[src/rtl/line_clear_engine_if.sv]
// Bundles the start/grid request side and the compacted-grid result side of the row-clear stage.
// The game FSM side uses the master modport; the engine uses the slave modport.
// Parameters must match those of the engine instance that it connects to.
interface line_clear_engine_if #(
  parameter int ROWS    = 22,
  parameter int COLS    = 10,
  parameter int SCORE_W = 16
);
  logic                              start;
  logic [ROWS-1:0][COLS-1:0][2:0]    grid_in;
  logic [ROWS-1:0][COLS-1:0][2:0]    grid_out;
  logic                              busy;
  logic                              done;
  logic [4:0]                        lines_cleared;
  logic [SCORE_W-1:0]                score;

  modport master (
    output start, grid_in,
    input  grid_out, busy, done, lines_cleared, score
  );

  modport slave (
    input  start, grid_in,
    output grid_out, busy, done, lines_cleared, score
  );
endinterface

[src/rtl/line_clear_engine.sv]
// Purpose: snapshot a locked grid, remove full rows bottom-up, and publish the compacted grid and a saturating score.
// Latency: done is asserted in the cycle after edge k + ROWS + 2*N, where N is the number of rows removed.
// Backpressure: none; a start that arrives while busy is ignored, and results hold until the next completion.
module line_clear_engine #(
  parameter int ROWS    = 22,
  parameter int COLS    = 10,
  parameter int SCORE_W = 16
) (
  input  logic               clk,
  input  logic               rst_n,
  line_clear_engine_if.slave bus
);
  localparam int RW = $clog2(ROWS);

  typedef enum logic [1:0] {IDLE, SCAN, SHIFT, DONE} state_t;

  state_t                          state_q, state_d;
  logic [ROWS-1:0][COLS-1:0][2:0]  work_q;
  logic [ROWS-1:0][COLS-1:0][2:0]  grid_out_q;
  logic [RW-1:0]                   r_q;
  logic [4:0]                      n_q;
  logic [4:0]                      lines_q;
  logic [SCORE_W-1:0]              score_q;

  logic                            row_full;
  logic [SCORE_W-1:0]              pts;
  logic [SCORE_W:0]                score_sum;
  logic [SCORE_W-1:0]              score_sat;

  // The row under the pointer is full when every cell holds a non-zero colour
  always_comb begin
    row_full = 1'b1;
    for (int c = 0; c < COLS; c++) begin
      if (work_q[r_q][c] == 3'd0) row_full = 1'b0;
    end
  end

  // Points for the rows removed so far, added to the score with saturation at all-ones
  always_comb begin
    case (n_q)
      5'd0:    pts = '0;
      5'd1:    pts = SCORE_W'(40);
      5'd2:    pts = SCORE_W'(100);
      5'd3:    pts = SCORE_W'(300);
      default: pts = SCORE_W'(1200);
    endcase
    score_sum = {1'b0, score_q} + {1'b0, pts};
    score_sat = score_sum[SCORE_W] ? {SCORE_W{1'b1}} : score_sum[SCORE_W-1:0];
  end

  // State register
  always_ff @(posedge clk or negedge rst_n) begin
    if (!rst_n) state_q <= IDLE;
    else        state_q <= state_d;
  end

  // Next-state logic: a full row is shifted out and the same row index is then re-tested
  always_comb begin
    state_d = state_q;
    case (state_q)
      IDLE:    if (bus.start) state_d = SCAN;
      SCAN: begin
        if (row_full)          state_d = SHIFT;
        else if (r_q == '0)    state_d = DONE;
        else                   state_d = SCAN;
      end
      SHIFT:   state_d = SCAN;
      DONE:    state_d = IDLE;
      default: state_d = IDLE;
    endcase
  end

  // Working grid, pointers, and result registers; results only update on the edge that enters DONE
  always_ff @(posedge clk or negedge rst_n) begin
    if (!rst_n) begin
      work_q     <= '0;
      grid_out_q <= '0;
      r_q        <= RW'(ROWS-1);
      n_q        <= '0;
      lines_q    <= '0;
      score_q    <= '0;
    end else begin
      case (state_q)
        IDLE: begin
          if (bus.start) begin
            work_q <= bus.grid_in;
            r_q    <= RW'(ROWS-1);
            n_q    <= '0;
          end
        end
        SCAN: begin
          if (!row_full) begin
            if (r_q != '0) begin
              r_q <= r_q - 1'b1;
            end else begin
              grid_out_q <= work_q;
              lines_q    <= n_q;
              score_q    <= score_sat;
            end
          end
        end
        SHIFT: begin
          for (int i = 1; i < ROWS; i++) begin
            if (RW'(i) <= r_q) work_q[i] <= work_q[i-1];
          end
          work_q[0] <= '0;
          n_q       <= n_q + 5'd1;
        end
        default: ;
      endcase
    end
  end

  assign bus.grid_out      = grid_out_q;
  assign bus.lines_cleared = lines_q;
  assign bus.score         = score_q;
  assign bus.busy          = (state_q != IDLE);
  assign bus.done          = (state_q == DONE);
endmodule

[src/flat_wrapper.sv]
// flat-port wrapper written by rule: the top's interface ports become plain ports
module line_clear_engine_flat 
#(
  parameter int ROWS    = 22,
  parameter int COLS    = 10,
  parameter int SCORE_W = 16
)
  (clk, rst_n, bus_start, bus_grid_in, bus_grid_out, bus_busy, bus_done, bus_lines_cleared, bus_score);
  line_clear_engine_if #(.ROWS(ROWS), .COLS(COLS), .SCORE_W(SCORE_W)) bus_i ();
  input  logic clk;
  input  logic rst_n;
  input wire logic [$bits(bus_i.start)-1:0] bus_start;
  input wire logic [$bits(bus_i.grid_in)-1:0] bus_grid_in;
  output wire logic [$bits(bus_i.grid_out)-1:0] bus_grid_out;
  output wire logic [$bits(bus_i.busy)-1:0] bus_busy;
  output wire logic [$bits(bus_i.done)-1:0] bus_done;
  output wire logic [$bits(bus_i.lines_cleared)-1:0] bus_lines_cleared;
  output wire logic [$bits(bus_i.score)-1:0] bus_score;
  assign bus_i.start = bus_start;
  assign bus_i.grid_in = bus_grid_in;
  assign bus_grid_out = bus_i.grid_out;
  assign bus_busy = bus_i.busy;
  assign bus_done = bus_i.done;
  assign bus_lines_cleared = bus_i.lines_cleared;
  assign bus_score = bus_i.score;
  line_clear_engine #(.ROWS(ROWS), .COLS(COLS), .SCORE_W(SCORE_W)) u_core (.clk(clk), .rst_n(rst_n), .bus(bus_i));
endmodule
[config.mk]
export PLATFORM = sky130hd
export DESIGN_NAME = line_clear_engine_flat
export DESIGN_NICKNAME = d
export VERILOG_FILES = /design/src/rtl/line_clear_engine_if.sv /design/src/rtl/line_clear_engine.sv /design/src/flat_wrapper.sv
export SDC_FILE = /design/constraint.sdc
export NUM_CORES = 2
export LEC_CHECK = 0
export CORE_AREA = 5 5 514 516
export CTS_CLUSTER_SIZE = 10
export DETAILED_ROUTE_END_ITERATION = 16
export DIE_AREA = 0 0 519 521
export SETUP_SLACK_MARGIN = 0.15
export SLEW_MARGIN = 20
export SYNTH_ARGS = -nofsm -noshare
export SYNTH_HDL_FRONTEND = slang
export SYNTH_SLANG_ARGS = --single-unit
[constraint.sdc]
create_clock -name clk -period 6.1 [get_ports clk]
set_input_delay 0.61 -clock clk [delete_from_list [all_inputs] [get_ports clk]]
set_output_delay 0.61 -clock clk [all_outputs]
set_load 0.1 [all_outputs]
=== Word level (Yosys, flattened, before mapping) ===
Index checks and enable logic that the tools add are counted.

* Flip-flop bits (word level): 1353
* Word-level logic and storage cells: 590

* Add/sub/neg operators: 3
* Magnitude comparators: 22
* Eq/ne operators: 30
* Mux-type cells: 47
* Bitwise logic cells: 2
* Reductions and logical operators: 41

{| class="wikitable"
|+ Operator list
! cell !! count
|-
| $pmux W660 S2 || 1
|-
| $mux W30 || 22
|-
| $mux W660 || 1
|-
| $bmux W30 S5 || 1
|-
| $reduce_and A3 Y1 || 22
|-
| $ne A2 B1 Y1 const B || 22
|-
| $pmux W11 S4 || 1
|-
| $le A4 B5 Y1 const A || 8
|-
| $le A5 B5 Y1 const A || 6
|-
| $logic_not A3 Y1 || 10
|-
| $le A3 B5 Y1 const A || 4
|-
| $mux W5 || 4
|-
| $pmux W5 S2 || 2
|-
| $add A16 B11 Y17 || 1
|-
| $mux W16 || 1
|-
| $eq A5 B2 Y1 const B || 2
|-
| $le A2 B5 Y1 const A || 2
|-
| $logic_not A5 Y1 || 2
|-
| $mux W1 || 10
|-
| $pmux W2 S4 || 1
|-
| $lt A5 B6 Y1 const B || 1
|-
| $mux W2 || 3
|-
| $reduce_bool A2 Y1 || 3
|-
| $add A5 B1 Y5 const B || 1
|-
| other kinds (11) || 14
|}

=== Longest topological paths before layout ===
* Word-level depth: 15
* Depth in mapped cells: 16

=== Worst setup path after synthesis ===
Ideal clock, no wire load.

* Kind: flip-flop to flip-flop
* From: reg u_core.n_q[0]
* To: reg u_core.score_q[9] (netlist: u_core.bus.score[9])
* Library setup time: 122 ps
* Arrival: 3345 ps
* Setup slack: 2634 ps
* Cell stages (with the launch flop): 17
* Buffers on the path: 1
* Clock period less this slack: 3466 ps
* Cells stage by stage: dfrtp_1 -> inv_1 -> ha_1 -> and2_1 -> or2_2 -> ha_1 -> fa_1 -> a21o_1 -> a21oi_1 -> o21bai_1 -> a21oi_1 -> o21bai_1 -> a31oi_1 -> or3_1 -> clkbuf_1 -> nand2_1 -> o211a_1

* Cells in the longest elaborated chain, start to end: 4
* Elaborated cells on any way between the ends: 7
* Classes of those cells: add/sub: 1; eq/ne: 3; mux: 2; reduce/logical: 1

{| class="wikitable"
|+ RTL lines
! item !! line !! source
|-
| from (decl) || line_clear_engine.sv:21 || <nowiki>logic [4:0] n_q;</nowiki>
|-
| from (signal assigned) || line_clear_engine.sv:107 || <nowiki>n_q <= n_q + 5'd1;</nowiki>
|-
| $eq A5 B2 Y1, or another cell as far along || line_clear_engine.sv:40 || <nowiki>case (n_q)</nowiki>
|-
| $pmux W11 S4 * || line_clear_engine.sv:40 ||
|-
| $add A16 B11 Y17 * || line_clear_engine.sv:47 || <nowiki>score_sum = {1'b0, score_q} + {1'b0, pts};</nowiki>
|-
| $mux W16 * || line_clear_engine.sv:48 || <nowiki>score_sat = score_sum[SCORE_W] ? {SCORE_W{1'b1}} : score_sum[SCORE_W-1:0];</nowiki>
|-
| to (signal assigned) || line_clear_engine.sv:98 || <nowiki>score_q <= score_sat;</nowiki>
|-
| to (decl) || line_clear_engine.sv:23 || <nowiki>logic [SCORE_W-1:0] score_q;</nowiki>
|}

Every way passes the cells marked *; elsewhere a longest branch is shown, timed or not.
A chain may end at the register's enable or synchronous reset.

=== Worst setup path after layout ===
* From: reg u_core.r_q[0]
* To: reg u_core.grid_out_q (netlist bit u_core.bus.grid_out[512])

* Cells in the longest elaborated chain, start to end: 15
* Elaborated cells on any way between the ends: 26
* Classes of those cells: mux: 12; bitwise: 2; reduce/logical: 12

{| class="wikitable"
|+ RTL lines
! item !! line !! source
|-
| from (decl) || line_clear_engine.sv:20 || <nowiki>logic [RW-1:0] r_q;</nowiki>
|-
| from (signal assigned) || line_clear_engine.sv:78 || <nowiki>r_q <= RW'(ROWS-1);</nowiki>
|-
| from (signal assigned) || line_clear_engine.sv:87 || <nowiki>r_q <= RW'(ROWS-1);</nowiki>
|-
| from (signal assigned) || line_clear_engine.sv:94 || <nowiki>r_q <= r_q - 1'b1;</nowiki>
|-
| $bmux W30 S5 || line_clear_engine.sv:34 || <nowiki>if (work_q[r_q][c] == 3'd0) row_full = 1'b0;</nowiki>
|-
| $mux W30 (not written as such) || line_clear_engine.sv:34 ||
|-
| $logic_not A3 Y1 || line_clear_engine.sv:34 ||
|-
| $mux W1 (10 in series) || line_clear_engine.sv:34 ||
|-
| $not A1 Y1 (no source line) || -- ||
|-
| $reduce_and A3 Y1 (no source line) * || -- ||
|-
| to (signal assigned) || line_clear_engine.sv:96 || <nowiki>grid_out_q <= work_q;</nowiki>
|-
| to (decl) || line_clear_engine.sv:19 || <nowiki>logic [ROWS-1:0][COLS-1:0][2:0] grid_out_q;</nowiki>
|}

Every way passes the cells marked *; elsewhere a longest branch is shown, timed or not. The select of a mux whose other input is x is not followed.

==> results.cfg <==
[run_status]
status = finished clean

[die]
io_pins = 1346
fp.dieH_um = 521
coreArea_mm2 = 0.259
start_util_pct = 22.6
dieArea_mm2 = 0.270
fp.dieW_um = 519
fp-row-count = 187

[layout]
fillers = 26500
drive_gt1_share_pct = 17.7
multi_input_area_mm2 = 0.0233
final_cell_mix = 1348 x dfrtp_1, 1204 x nand2_1, 1133 x clkdlybuf4s50_1
area_growth_pct = 38.3
mostFrequentLayoutCell = dfrtp_1
final_net_count = 7455
instances_no_fill = 10300
seq_area_mm2 = 0.0338

[timing]
fin_crit_sh_pct = 94.1
fin_worst_skew_ps = 34.0
rsz0062_at_grt = false
hold_slack_ps = 348
max_slew_margin_pct = 21.5
finalCriticalPeriod_ps = 5740
finalSetupTns_ps = 0
finalSetupViolCount = 0
slew_viol_final = 0
tightest_slew_ps = 1170
fmax_mhz = 174
hold_viol = 0

[setup_path]
setup.worst_path.start_class = register
required_ps = 6800
worstPathArrival_ps = 6440
slowest_stage = nor4_1
cp-end-kind = register
reg2reg_from = u_core.r_q[0]
path_class = reg -> reg
cpMostUsedCell = buf_4
worst_r2r_path_depth = 15
reg2reg_slack_ps = 360
crit_fanout = 67
slowest_delay_ps = 970
cp-startpoint = u_core.r_q[0]
crit_path_cell_trace = buf_12 > nor4_1 > a211oi_1 > buf_4 > a2111oi_1 > buf_4 > nor4_1 > buf_4 > a31oi_1 > buf_4 > nor4_1 > a31oi_4 > buf_12 > buf_4 > mux2_2
r2r-end = u_core.bus.grid_out[512]

[synth]
synthCells = 5511
synth_nets = 6192
yosysUniqueCellTypes = 67
syn_area_mm2 = 0.0585
yosysWarnings = 0
async_flop_share_pct = 100
synth.avg_cell_area_um2 = 10.6
synth_ff_type = dfrtp_1
synth_edf_count = 0
ys_seq_elements = 1352
yosysSeqAreaShare_pct = 57.9

[hold_path]
hold_depth = 3
hold_end = u_core.work_q[196]
min_from = bus_grid_in[196]
min_path_type = in -> reg

[placement]
gp_congestion = 0.943
place_hpwl_um = 281000
dp_cells = 10000
io_buffer_count = 1345

[pwr]
p_int_uw = 25400
vdd_drop_max_v = 0.000485
seqPwrFrac_pct = 34.1
share_comb_of_total_power_pct = 49.7
p_sw_share_pct = 55.9
p_switching_uw = 32100
power.leakage_uw = 0.0348
total_power_uw = 57500
p_clk_share_pct = 16.2
powerDensity_mw_per_mm2 = 711

[global_route]
use_met2_pct = 39.2
antenna_found_initial = 85
track_usage_pct = 25.3
grt_overflow_total = 0
grt_pass1_wl_um = 473000
grt_busiest_layer = met2
grt_use_met1_pct = 32.5
grt_start_max_net_pins = 192
grt_pass1_vias = 52200
met3_usage_pct = 8.27

[detailed_routing]
avgRoutedWirePerCell_um = 34.6
vias = 52400
drc = 0
drtIter0Drc = 5544
drtAntennaViolNets = 0
dr.pass1.iters = 6
viasPerCell = 5.09
detail_route.wirelength_um = 356000

[clock_tree]
cts_made_buffers = 164
cts-root-buf = clkbuf_16
postCtsSetupBuffers = 0
clockBufferDepth = 3
clkSlewWorstSetupHoldPaths_ps = 60
clkLatencyLatePin_ps = 820
cts_tree = yes
cts_max_level = 4
clock-sinks = 1352

[job]
drv_cap = 0
registers in the layout (all words and copies together), names as in the netlist:
register,flops
u_core.bus.grid_out,660
u_core.bus.lines_cleared,5
u_core.bus.score,15
u_core.n_q,5
u_core.r_q,5
u_core.state_q,2
u_core.work_q,660
critical path: cells and delay by family (launching register included):
kind / cells / cell delay, ps
flops: 1 / 530
simple gates: 3 / 1120
buf+inv: 7 / 1780
compound gates: 4 / 1520
mux: 1 / 410
timing repair:
action / CTS / global route
resized for setup: 0 / 0
endpoints found under the hold margin: 88 / 0
hold buffers: 1 / 0
power groups by stage:
stage,clock (µW),combinational [µW],sequential [µW]
CTS,9520,28900,19400
floorplan,0,6170,29000
global placement,0,28500,19400
global route,9800,29800,19700
detailed placement,0,28800,19500
finish,9310,28600,19600
per-layer routing:
layer / vias up / part of all wire [%]
li1: 21900 / -
met1: 26900 / 41
met2: 3070 / 45
met3: 561 / 10
met4: 20 / 4.7
met5: - / 0.035
worst max-delay path by stage:
stage	to	slack (ps)	cells after the start
floorplan	u_core.bus.score[9]	2630	16
global placement	u_core.bus.score[15]	260	17
detailed placement	u_core.bus.grid_out[512]	500	15
CTS	u_core.bus.grid_out[512]	490	15
global route	u_core.bus.grid_out[512]	450	15
finish	u_core.bus.grid_out[512]	360	15
area by class of cell:
| class | count | area share (%) |
|---|---|---|
| diodes | 52 | 0.161 |
| clock buffers | 202 | 5.47 |
| clock inverters | 28 | 0.543 |
| inverters | 14 | 0.0681 |
| multi-input cells | 3749 | 28.8 |
| flip-flops and latches | 1352 | 41.9 |
| well taps | 3402 | 5.26 |
| repair buffers | 1493 | 17.9 |
cells by family (layout without fill, tap and decap cells):
family          Yosys count  after routing  share of synthesized area [%]
simple gates           2094           2094                           14.7
flops                  1352           1352                           57.9
compound gates          855            855                           9.24
mux                     775            775                           14.8
buf+inv                 410           1737                           2.90
fa+ha+maj                18             18                          0.398
xor+xnor                  7              7                          0.105
other cells               0             52                              0
synthesized netlist by cell type (5+ instances only):
cell type     n  share of area (%)
buf_1         9              0.058
buf_4        11               0.14
mux2_1       81                1.6
nand4_1       7              0.075
buf_2        88               0.75
inv_1        13              0.083
o21ai_1       8              0.068
nor3_1      101               0.86
ha_1         17               0.36
or2_2         5              0.054
nor4_1      111                1.2
o22ai_1       9              0.096
o311ai_0      5              0.075
a31oi_1     554                5.9
o211ai_1      5              0.064
nor4b_1      29               0.43
clkbuf_1    287                1.8
o21ai_0     114               0.98
nand3_1      12               0.10
or4_1         6              0.077
nor2_1      585                3.8
o41ai_1      11               0.16
mux2i_1     103                1.8
o221ai_1      6              0.090
or3_1         6              0.064
mux2_2      588                 11
a22o_1       31               0.46
a21oi_1      42               0.36
a211oi_1     28               0.36
o31ai_1      10               0.13
dfrtp_1    1349                 58
nand2_1    1206                7.7
per-stage QoR:
step,utilization (%),area (µm²),worst slack (ps)
2_1_floorplan,-,58500,2630
3_3_place_gp,29.3,75700,265
3_5_place_dp,29.3,75800,495
4_1_cts,31.2,80700,485
5_1_grt,31.2,80800,452
6_report,31.2,80900,361
(Power assumes the default switching activity.)
